**src/rtl/uart_pkg.sv**
```systemverilog
// rtl/uart_pkg.sv - shared UART constants and transmit FSM state encoding
// Optional UART_TX_PARITY_EN adds the PARITY state to the encoding.
package uart_pkg;

  localparam logic UART_IDLE_LEVEL      = 1'b1;
  localparam int   DATA_BITS            = 8;
  localparam int   DEFAULT_DELAY_FRAMES = 234;

`ifdef UART_TX_PARITY_EN
  typedef enum logic [2:0] {
    TX_IDLE,
    TX_START,
    TX_DATA,
    TX_PARITY,
    TX_STOP
  } tx_state_t;
`else
  typedef enum logic [1:0] {
    TX_IDLE,
    TX_START,
    TX_DATA,
    TX_STOP
  } tx_state_t;
`endif

endpackage

```
**src/rtl/uart_tx_fifo_buf.sv**
```systemverilog
// rtl/uart_tx_fifo_buf.sv - synchronous FIFO holding bytes waiting to be serialised
// Head entry is visible combinationally on pop_data_o; full/empty derive from the registered count.
module uart_tx_fifo_buf #(
  parameter int DEPTH = 4,
  parameter int WIDTH = 8
) (
  input  logic                     clk,
  input  logic                     rst,
  input  logic                     push_i,
  input  logic [WIDTH-1:0]         push_data_i,
  input  logic                     pop_i,
  output logic [WIDTH-1:0]         pop_data_o,
  output logic                     full_o,
  output logic                     empty_o,
  output logic [$clog2(DEPTH):0]   count_o
);

  localparam int AW = $clog2(DEPTH);
  localparam logic [AW:0] FULL_COUNT = (AW+1)'(DEPTH);

  logic [WIDTH-1:0] mem_q [DEPTH];
  logic [AW-1:0]    wr_ptr_q, wr_ptr_d;
  logic [AW-1:0]    rd_ptr_q, rd_ptr_d;
  logic [AW:0]      count_q, count_d;
  logic             do_push, do_pop;

  assign full_o     = (count_q == FULL_COUNT);
  assign empty_o    = (count_q == '0);
  assign do_push    = push_i && !full_o;
  assign do_pop     = pop_i && !empty_o;
  assign pop_data_o = mem_q[rd_ptr_q];
  assign count_o    = count_q;

  // DEPTH is a power of two, so the pointers wrap by plain overflow.
  always_comb begin
    wr_ptr_d = wr_ptr_q;
    rd_ptr_d = rd_ptr_q;
    count_d  = count_q;
    if (do_push) wr_ptr_d = wr_ptr_q + AW'(1);
    if (do_pop)  rd_ptr_d = rd_ptr_q + AW'(1);
    if (do_push && !do_pop)      count_d = count_q + (AW+1)'(1);
    else if (!do_push && do_pop) count_d = count_q - (AW+1)'(1);
  end

  always_ff @(posedge clk or posedge rst) begin
    if (rst) begin
      wr_ptr_q <= '0;
      rd_ptr_q <= '0;
      count_q  <= '0;
    end else begin
      wr_ptr_q <= wr_ptr_d;
      rd_ptr_q <= rd_ptr_d;
      count_q  <= count_d;
    end
  end

  always_ff @(posedge clk) begin
    if (do_push) mem_q[wr_ptr_q] <= push_data_i;
  end

endmodule

```
**src/rtl/uart_tx_fifo.sv**
```systemverilog
// rtl/uart_tx_fifo.sv - FIFO-fed 8N1 UART transmitter, LSB first, registered serial output
// Define UART_TX_PARITY_EN for 8E1 framing (even parity bit between data and stop).
module uart_tx_fifo
  import uart_pkg::*;
#(
  parameter int DELAY_FRAMES = DEFAULT_DELAY_FRAMES,
  parameter int FIFO_DEPTH   = 4
) (
  input  logic                          clk,
  input  logic                          rst,
  input  logic [7:0]                    tx_data,
  input  logic                          tx_valid,
  output logic                          tx_ready,
  output logic                          uart_tx,
  output logic                          busy,
  output logic [$clog2(FIFO_DEPTH):0]   fifo_count
);

  localparam int CW = $clog2(DELAY_FRAMES) + 1;
  localparam logic [CW-1:0] CNT_LAST = CW'(DELAY_FRAMES - 1);
  localparam logic [2:0]    LAST_BIT = 3'(DATA_BITS - 1);

  tx_state_t            state_q;
  logic [CW-1:0]        cnt_q;
  logic [2:0]           bit_idx_q;
  logic [DATA_BITS-1:0] shift_q;
  logic                 uart_tx_q;
`ifdef UART_TX_PARITY_EN
  logic                 parity_q;
`endif

  logic                 fifo_full, fifo_empty;
  logic                 pop, bit_done;
  logic [DATA_BITS-1:0] head;

  assign bit_done = (cnt_q == CNT_LAST);
  // Pop from IDLE, or at the end of a stop bit so back-to-back frames have no gap.
  assign pop = !fifo_empty &&
               ((state_q == TX_IDLE) || ((state_q == TX_STOP) && bit_done));

  uart_tx_fifo_buf #(
    .DEPTH (FIFO_DEPTH),
    .WIDTH (DATA_BITS)
  ) u_fifo (
    .clk         (clk),
    .rst         (rst),
    .push_i      (tx_valid),
    .push_data_i (tx_data),
    .pop_i       (pop),
    .pop_data_o  (head),
    .full_o      (fifo_full),
    .empty_o     (fifo_empty),
    .count_o     (fifo_count)
  );

  assign tx_ready = !fifo_full;
  assign uart_tx  = uart_tx_q;
  assign busy     = (state_q != TX_IDLE) || (fifo_count != '0);

  always_ff @(posedge clk or posedge rst) begin
    if (rst) begin
      state_q   <= TX_IDLE;
      cnt_q     <= '0;
      bit_idx_q <= '0;
      shift_q   <= '0;
      uart_tx_q <= UART_IDLE_LEVEL;
`ifdef UART_TX_PARITY_EN
      parity_q  <= 1'b0;
`endif
    end else begin
      cnt_q <= bit_done ? '0 : cnt_q + CW'(1);
      case (state_q)
        TX_IDLE: begin
          cnt_q     <= '0;
          uart_tx_q <= UART_IDLE_LEVEL;
          if (pop) begin
            shift_q   <= head;
`ifdef UART_TX_PARITY_EN
            parity_q  <= ^head;
`endif
            state_q   <= TX_START;
            uart_tx_q <= 1'b0;
          end
        end
        TX_START: begin
          if (bit_done) begin
            state_q   <= TX_DATA;
            bit_idx_q <= '0;
            uart_tx_q <= shift_q[0];
          end
        end
        TX_DATA: begin
          if (bit_done) begin
            if (bit_idx_q == LAST_BIT) begin
`ifdef UART_TX_PARITY_EN
              state_q   <= TX_PARITY;
              uart_tx_q <= parity_q;
`else
              state_q   <= TX_STOP;
              uart_tx_q <= UART_IDLE_LEVEL;
`endif
            end else begin
              bit_idx_q <= bit_idx_q + 3'd1;
              shift_q   <= shift_q >> 1;
              uart_tx_q <= shift_q[1];
            end
          end
        end
`ifdef UART_TX_PARITY_EN
        TX_PARITY: begin
          if (bit_done) begin
            state_q   <= TX_STOP;
            uart_tx_q <= UART_IDLE_LEVEL;
          end
        end
`endif
        TX_STOP: begin
          if (bit_done) begin
            if (pop) begin
              shift_q   <= head;
`ifdef UART_TX_PARITY_EN
              parity_q  <= ^head;
`endif
              state_q   <= TX_START;
              uart_tx_q <= 1'b0;
            end else begin
              state_q   <= TX_IDLE;
              uart_tx_q <= UART_IDLE_LEVEL;
            end
          end
        end
        default: begin
          state_q   <= TX_IDLE;
          uart_tx_q <= UART_IDLE_LEVEL;
        end
      endcase
    end
  end

endmodule

```
**config.mk**
```make
export PLATFORM = sky130hd
export DESIGN_NAME = uart_tx_fifo
export DESIGN_NICKNAME = d
export VERILOG_FILES = /design/src/rtl/uart_pkg.sv /design/src/rtl/uart_tx_fifo_buf.sv /design/src/rtl/uart_tx_fifo.sv
export SDC_FILE = /design/constraint.sdc
export NUM_CORES = 1
export LEC_CHECK = 0
export CAP_MARGIN = 30
export CORE_ASPECT_RATIO = 1.4
export CORE_MARGIN = 5
export CORE_UTILIZATION = 50
export DETAILED_ROUTE_END_ITERATION = 6
export PLACE_DENSITY = 0.79
export SLEW_MARGIN = 25
export SYNTH_ARGS = -nofsm -noshare
export SYNTH_HDL_FRONTEND = slang
export SYNTH_HIERARCHICAL = 1
export SYNTH_SLANG_ARGS = --single-unit
```
**constraint.sdc**
```tcl
create_clock -name clk -period 3.7 [get_ports clk]
set_input_delay 0.37 -clock clk [delete_from_list [all_inputs] [get_ports clk]]
set_output_delay 0.37 -clock clk [all_outputs]
set_load 0.005 [all_outputs]
```
== Yosys cells after proc, flatten, opt, wreduce, memory -nomap -nowiden ==
Memory sizes are Yosys's and may differ from the RTL's.
Index checks and enable logic that the tools add are counted.

* Register bits after elaboration: 30
* Bits in writable memories: 32
* Input port bits: 11
* Output and inout bits: 6
* Word-level logic and storage cells: 78
* Memories kept: 1

{| class="wikitable"
|+ Memories
! name !! words !! width !! rd ports !! clocked after memory_dff !! write ports !! line !! text
|-
| u_fifo.mem_q || 4 || 8 || 1 || 0 || 1 || uart_tx_fifo_buf.sv:21 || <nowiki>logic [WIDTH-1:0] mem_q [DEPTH];</nowiki>
|}

* Add/subtract/negate cells: 6
* Equality and inequality tests: 12
* Multiplexer cells: 28
* Reduce and logical (&&, ||, !) cells: 23

{| class="wikitable"
|+ Operators by type and width
! operator !! number
|-
| 2-to-1 mux 8 bit || 4
|-
| one-hot mux 8 bit (3 select lines) || 1
|-
| 2-to-1 mux 9 bit || 2
|-
| 2-to-1 mux 3 bit || 5
|-
| 2-to-1 mux 2 bit || 5
|-
| != test 2 bit, second input constant || 5
|-
| adder 9 x 1 -> 9 bit, second input constant || 1
|-
| equality test 9 x 8 -> 1 bit, second input constant || 1
|-
| 2-to-1 mux 1 bit || 8
|-
| one-hot mux 2 bit (4 select lines) || 1
|-
| AND reduction 4 bit || 2
|-
| adder 3 x 1 -> 3 bit, second input constant || 2
|-
| equality test 3 bit, second input constant || 2
|-
| logical AND 1 bit || 6
|-
| one-hot mux 3 bit (2 select lines) || 1
|-
| nonzero test 2 bit || 3
|-
| nonzero test 3 bit || 2
|-
| AND reduction 5 bit || 1
|-
| adder 2 x 1 -> 2 bit, second input constant || 2
|-
| equality test 2 bit, second input constant || 2
|-
| zero test 1 bit || 4
|-
| one-hot mux 1 bit (4 select lines) || 1
|-
| zero test 3 bit || 1
|-
| AND reduction 3 bit || 1
|-
| 5 further kinds || 6
|}

== Depth between registers and ports, before layout ==
Gate-level depths: netlist (run 1).

* Depth after elaboration: 8
* Mapped depth: 11
* Depth with buffers taken out: 11

== Hierarchy ==
Netlist (run 1), hierarchy kept.

{| class="wikitable"
|+ By module, submodules not included
! module !! instances !! cells each !! area each (um^2) !! sequential area each (um^2)
|-
| uart_tx_fifo_buf || 1 || 78 || 1592.8 || 1136.1
|-
| uart_tx_fifo || 1 || 125 || 1300.0 || 576.8
|}

== Worst setup path after synthesis (run 1) ==
Ideal clock, no wire load.

* Path kind: reg2reg
* Start point: register cnt_q[2]
* End point: register u_fifo.count_q[1], in the netlist u_fifo/count_o[1]
* Library setup time: 0.125 ns
* Data arrival time: 2.365 ns
* Data required time: 3.575 ns
* Slack: 1.210 ns
* Cell stages (with the launch flop): 8
* Path buffers: 0
* Path through: dfrtp_1 or4b_4 o32ai_2 nand2b_1 ha_1 inv_1 fa_1 mux2_2

* Cells in the longest elaborated chain, start to end: 8
* Elaborated cells on any way between the ends: 10
* Those cells by class: eq/ne: 1; mux: 1; reduce/logical: 8

{| class="wikitable"
|+ Ends and longest elaborated chain
! item !! line !! text
|-
| start: declaration || uart_tx_fifo.sv:24 || <nowiki>logic [CW-1:0] cnt_q;</nowiki>
|-
| start signal: assignment || uart_tx_fifo.sv:71 || <nowiki>cnt_q <= bit_done ? '0 : cnt_q + CW'(1);</nowiki>
|-
| equality test 9 x 8 -> 1 bit || uart_tx_fifo.sv:36 || <nowiki>assign bit_done = (cnt_q == CNT_LAST);</nowiki>
|-
| logical AND 1 bit || uart_tx_fifo.sv:39 || <nowiki>((state_q == TX_IDLE) || ((state_q == TX_STOP) && bit_done));</nowiki>
|-
| logical OR 1 bit || uart_tx_fifo.sv:39 ||
|-
| logical AND 1 bit || uart_tx_fifo.sv:38 || <nowiki>assign pop = !fifo_empty &&</nowiki>
|-
| net pop || uart_tx_fifo.sv:33 || <nowiki>logic pop, bit_done;</nowiki>
|-
| logical AND 1 bit || uart_tx_fifo_buf.sv:30 || <nowiki>assign do_pop = pop_i && !empty_o;</nowiki>
|-
| zero test 1 bit || uart_tx_fifo_buf.sv:41 || <nowiki>if (do_push && !do_pop) count_d = count_q + (AW+1)'(1);</nowiki>
|-
| logical AND 1 bit || uart_tx_fifo_buf.sv:41 ||
|-
| 2-to-1 mux 3 bit || uart_tx_fifo_buf.sv:41 ||
|-
| net u_fifo.count_d[1] || uart_tx_fifo_buf.sv:24 || <nowiki>logic [AW:0] count_q, count_d;</nowiki>
|-
| end signal: assignment || uart_tx_fifo_buf.sv:53 || <nowiki>count_q <= count_d;</nowiki>
|-
| end: declaration || uart_tx_fifo_buf.sv:24 ||
|}

The timed path passes the listed nets, and every way through them passes these cells.
A chain may end at the register's enable or synchronous reset.

== Worst setup path in the final report (run 1) ==
Ends and elaborated chain as after synthesis.

==> qor.yml, run 1 <==
dp.final_hpwl_um: 3170
finalHoldViolations: 0
netlist_instances: 203
clk_latency_ns: 0.33
clockBufferDepth: 2
design_area_mm2: 0.00333
fp.dieW_um: 74.3
cts-htree-levels: 3
p_sw_uw: 896
ant_nets: 0
synth_fp_nets: 229
cts.clk_slew.worst_paths_ns: 0.07
synth_cell_type_count: 47
fin_skew_ns: 0.00387
holdBufCountCts: 0
min-delay-path-class: "in2async"
first_global_vias: 1780
r2r_slack_ns: 1.04
period_share: 0.718
cts_buffers: 9
ys_seq_area_frac: 0.592
row_count: 32
cp_cell_sequence: "or4b_4, o32ai_2, nand2b_1, ha_1, inv_1, fa_1, mux2_2"
power.density_mw_per_mm2: 791
clock-sinks: 62
tightest_slew_ns: 0.597
swShare: 0.340
rsz0062_at_grt: "false"
synth-edff-count: 32
grt_usage: 0.143
setup_tns_ns: 0
antenna_cells: 0
wl_per_cell_um: 14.9
cts_root_buf: "clkbuf_8"
cp_slowest_cell: "or4b_4"
cts_setup_buffers: 0
slew_violations: 0
dpl-instance-area_mm2: 0.00311
p_comb_frac: 0.357
async_flop_share: 0.484
endpoint_kind: "register"
drtIter0Drc: 64
coreArea_mm2: 0.00557
areaGrowthSynthToFinish_pct: 15.0
io_buffers: 16
p_leak_nw: 1.31
gp_congestion: 0.799
synth_area_leaders: "edfxtp_1 33%, dfrtp_1 25%, mux4_2 6.2%, ha_1 6.1%, xnor2_1 2.4%"
synth_top_area_cell: "edfxtp_1"
dr_total_vias: 1625
maxSlewHeadroom: 0.599
remaining_drc_errors: 0
grt-ovfl-total: 0
vias_per_cell: 5.42
irDropWorstVdd_mv: 0.545
critPathKind: "reg2reg"
start_util: 0.520
drive_above_1_share: 0.185
syn_avg_cell_area_um2: 14.3
die-height_um: 100
fin_hold_ws_ns: 0.287
slowest_delay_ns: 0.57
critPathLaunchType: "register"
p_seq_frac: 0.416
mostFrequentLayoutCell: "edfxtp_1"
cts_tree: "yes"
synth_seq_cells: 62
final_cell_mix: "32 x edfxtp_1, 29 x dfrtp_1, 18 x nor2_1"
final-setup-viol-count: 0
fmaxAchievable_mhz: 376
die_area_mm2: 0.00743
firstDrtPassIters: 4
mappedNetlistArea_mm2: 0.00289
io_pins: 17
cts_resized: 0
yosysWarnings: 6
grt_pass1_wl_um: 8070
fin_crit_ns: 2.66
maxCapViolCount: 0
grt_max_degree: 24
fin_nets: 253
wl_um: 4480
clkPwrFrac: 0.226
yosysTopAreaCellShare: 0.332
p_int_mw: 1.74
cp_data_arrival_time_ns: 2.88
synth-main-ff-cell: "edfxtp_1"
path_max_fanout: 5
status: "finished clean"
critical_path_required_ns: 3.92
antenna_found_initial: 0
## worst max-delay path: cells and delay by family, from the launching register on
family / cells / cell delay [ns]
adders and majority gates: 2 / 0.63
muxes: 1 / 0.26
buffers and inverters: 1 / 0.07
AOI/OAI and AO/OA: 1 / 0.42
and+or+nand+nor: 2 / 0.73
DFF: 1 / 0.43
## layer usage
layer | share of wire | vias to the layer above | global-route usage
met2 | 0.54 | 33 | 0.248
li1 | - | 783 | -
met1 | 0.40 | 798 | 0.160
met3 | 0.032 | 11 | 0.0281
met4 | 0.024 | 0 | 0.0781
met5 | 0 | - | 0
## Yosys cell counts (all sizes together) (2+ instances only)
cell type  count
edfxtp        32
dfrtp         29
nor2          19
ha            14
inv           12
nand2         11
nand2b        10
mux4           8
xnor2          8
o21ai          6
o221a          6
xor2           5
and2           4
nand3          4
a21oi          3
buf            3
mux2           3
nor3           3
a32o           2
nand3b         2
## registers in the layout, summed over array words and instances, names as in the netlist
name             count
u_fifo/count_o       3
u_fifo/rd_ptr_q      2
u_fifo/mem_q        32
state_q              2
uart_tx              1
cnt_q                9
shift_q              8
u_fifo/wr_ptr_q      2
bit_idx_q            3
## path summary, 6_finish.rpt
path	startpoint	endpoint	cells past startpoint
worst min-delay path	rst	state_q[0]	2
worst max register to register	cnt_q[2]	u_fifo/count_o[1]	7
worst min register to register	bit_idx_q[1]	bit_idx_q[1]	1
min in group clk	bit_idx_q[1]	bit_idx_q[1]	1
worst max-delay path	cnt_q[2]	u_fifo/count_o[1]	7
max in group asynchronous	rst	shift_q[4]	3
## power by group through the flow
stage	Clock [mW]	Combinational (mW)	Sequential (mW)
6_report	0.596	0.941	1.10
5_1_grt	0.639	1.05	1.13
4_1_cts	0.610	0.954	1.11
3_5_place_dp	0	0.946	1.12
3_3_place_gp	0	0.924	1.11
2_1_floorplan	0	0.779	1.04
## cells by family after synthesis
group | synth area share
DFF | 0.592
and+or+nand+nor | 0.125
muxes | 0.0830
adders and majority gates | 0.0675
xor gates and xnor gates | 0.0394
AOI/OAI and AO/OA | 0.0662
buffers and inverters | 0.0264
## through the flow
| step | util | instances | power [mW] | worst slack [ns] |
|---|---|---|---|---|
| finish | 0.598 | 300 | 2.63 | 1.04 |
| global route | 0.598 | 300 | 2.81 | 0.889 |
| CTS | 0.595 | 299 | 2.67 | 1.03 |
| detailed placement | 0.558 | 283 | 2.07 | 1.04 |
| global placement | 0.558 | 283 | 2.03 | 1.12 |
| floorplan | - | 203 | 1.81 | 1.21 |
## area by class of cell
type                    count  area, um^2
repair buffers             17         175
clock buffers               9         124
clock inverters             7        81.3
well taps                  68        85.1
multi-input cells         125        1100
fillers                   437        2240
inverters                  12        45.0
flip-flops and latches     62        1710
Note: power is estimated with default switching activity, not from simulation.
==> run 2: changes to the inputs <==
- PLACE_DENSITY: 0.79 -> 0.81
- clock period: 3.7 -> 2.25 ns (I/O delays scaled with it)
==> run 2 against run 1 <==
Compared with the run above: the run now ends with setup timing left; setup slack worse by 1.1 ns; via count is 8.6% higher; clock power is 54% higher; die area stayed put; sequential share of layout area is 2.9 points lower; largest cell class unchanged; sequential power is 58% higher; flip-flop and latch count stayed put; critical path type unchanged; power is 76% higher; wire length is 17% higher; non-clock buffer count is 26 higher.
==> qor.yml, run 2 (synthesized netlist as in run 1, its figures left out) <==
violations: "setup timing"
fp.dieW_um: 74.3
areaGrowthSynthToFinish_pct: 21.9
maxSlewHeadroom: 0.711
fin_nets: 279
cts.clk_slew.worst_paths_ns: 0.08
setup_slack_ns: -0.106
cts-htree-levels: 3
clockBufferDepth: 2
antenna_found_initial: 0
fin_skew_ns: 0.0105
stdcell_count: 326
placed_cells: 306
grt_pass1_wl_um: 8940
io_pins: 17
cts_buffers: 9
die-height_um: 100
fmaxAchievable_mhz: 424
period_share: 1.05
drive_above_1_share: 0.287
critPathLaunchType: "register"
io_buffers: 16
cts_root_buf: "clkbuf_8"
cp_cell_sequence: "or4b_4, o32ai_4, nand2b_1, ha_2, inv_2, fa_1, mux2_4"
rsz0062_at_grt: "true"
clock-sinks: 62
p_leak_nw: 1.43
min-delay-path-class: "in2async"
largest_register_ffs: 32
wl_um: 5250
final_cell_mix: "32 x edfxtp_1, 29 x dfrtp_1, 27 x buf_4"
grt_max_degree: 24
die_area_mm2: 0.00743
final-setup-viol-count: 2
row_count: 32
wl_per_cell_um: 16.1
slew_violations: 0
grt-ovfl-total: 0
regMostFlops: "u_fifo/mem_q"
path_max_fanout: 2
crit_buf_inv: 1
clk_latency_ns: 0.34
gp_congestion: 0.828
antenna_cells: 0
holdBufCountCts: 0
cts_tree: "yes"
endpoint_kind: "register"
slowest_delay_ns: 0.58
mostFrequentLayoutCell: "edfxtp_1"
coreArea_mm2: 0.00557
irDropWorstVdd_mv: 0.950
dr_total_vias: 1764
drtIter0Drc: 99
vias_per_cell: 5.41
first_global_vias: 1933
critical_path_required_ns: 2.48
grt_usage: 0.163
cp_top_family: "simple AND/OR/NAND/NOR gates"
tightest_slew_ns: 0.433
firstDrtPassIters: 4
top_regs: "u_fifo/mem_q (32), cnt_q (9), shift_q (8)"
power.density_mw_per_mm2: 1310
fin_crit_ns: 2.36
remaining_drc_errors: 0
finalHoldViolations: 0
dpl_worst_slack_ns: -0.0684
maxCapViolCount: 0
dp.final_hpwl_um: 3850
status: "finished, violations left"
fin_util: 0.634
cp_slowest_cell: "or4b_4"
start_util: 0.520
critPathKind: "reg2reg"
cp_data_arrival_time_ns: 2.58
ant_nets: 0
## run 2: repair_timing
action | in CTS | in global routing
gates resized for setup | 3 | 2
pin swaps | 1 | 3
setup buffers | 2 | 2
endpoints found under the setup margin | 2 | 7
## run 2: report_power, final
group | internal, mW | switching [mW]
Combinational | 1.05 | 0.933
Clock | 0.423 | 0.495
Sequential | 1.53 | 0.203
Total | 3.00 | 1.63
## run 2: through the flow
stage / cell area [um^2] / setup TNS (ns) / power [mW] / hold slack (ns)
2_1_floorplan: 2920 / -0.138 / 3.03 / 0.0284
3_3_place_gp: 3300 / -0.0211 / 3.61 / 0.479
3_5_place_dp: 3300 / -0.0684 / 3.69 / 0.493
4_1_cts: 3510 / -0.0565 / 4.62 / 0.136
5_1_grt: 3530 / -0.289 / 4.96 / 0.155
6_report: 3530 / -0.121 / 4.63 / 0.140
## run 2: routing by layer
layer  GRT usage  wire (um)  vias to the layer above
met5           0          0                        -
met4      0.0959        180                        0
met3      0.0421        167                       17
met2       0.285       2920                       33
met1       0.173       1980                      878
li1            -          -                      836
## run 2: cell type report
type / count / area (um^2)
multi-input combinational: 125 / 1130
inverter: 12 / 45.0
timing repair buffer: 43 / 362
tap: 68 / 85.1
fill: 396 / 2040
sequential: 62 / 1710
clock inverter: 7 / 63.8
clock buffer: 9 / 124
## run 2: final timing paths
check	start	end	slack (ns)	cells after the start
min in group clk	bit_idx_q[2]	bit_idx_q[2]	0.50	1
max in group asynchronous	rst	uart_tx	1.72	3
setup / recovery	cnt_q[8]	u_fifo/count_o[1]	-0.11	7
hold / removal	rst	u_fifo/count_o[2]	0.14	2
setup reg to reg	cnt_q[8]	u_fifo/count_o[1]	-0.11	7
hold reg to reg	bit_idx_q[2]	bit_idx_q[2]	0.50	1
## run 2: worst reg2reg max path: cells and delay by family, from the launching register on
family,cells,cell delay (ns)
AOI/OAI and AO/OA,1,0.23
muxes,1,0.27
buffers and inverters,1,0.05
adders and majority gates,2,0.60
and+or+nand+nor,2,0.71
DFF,1,0.39
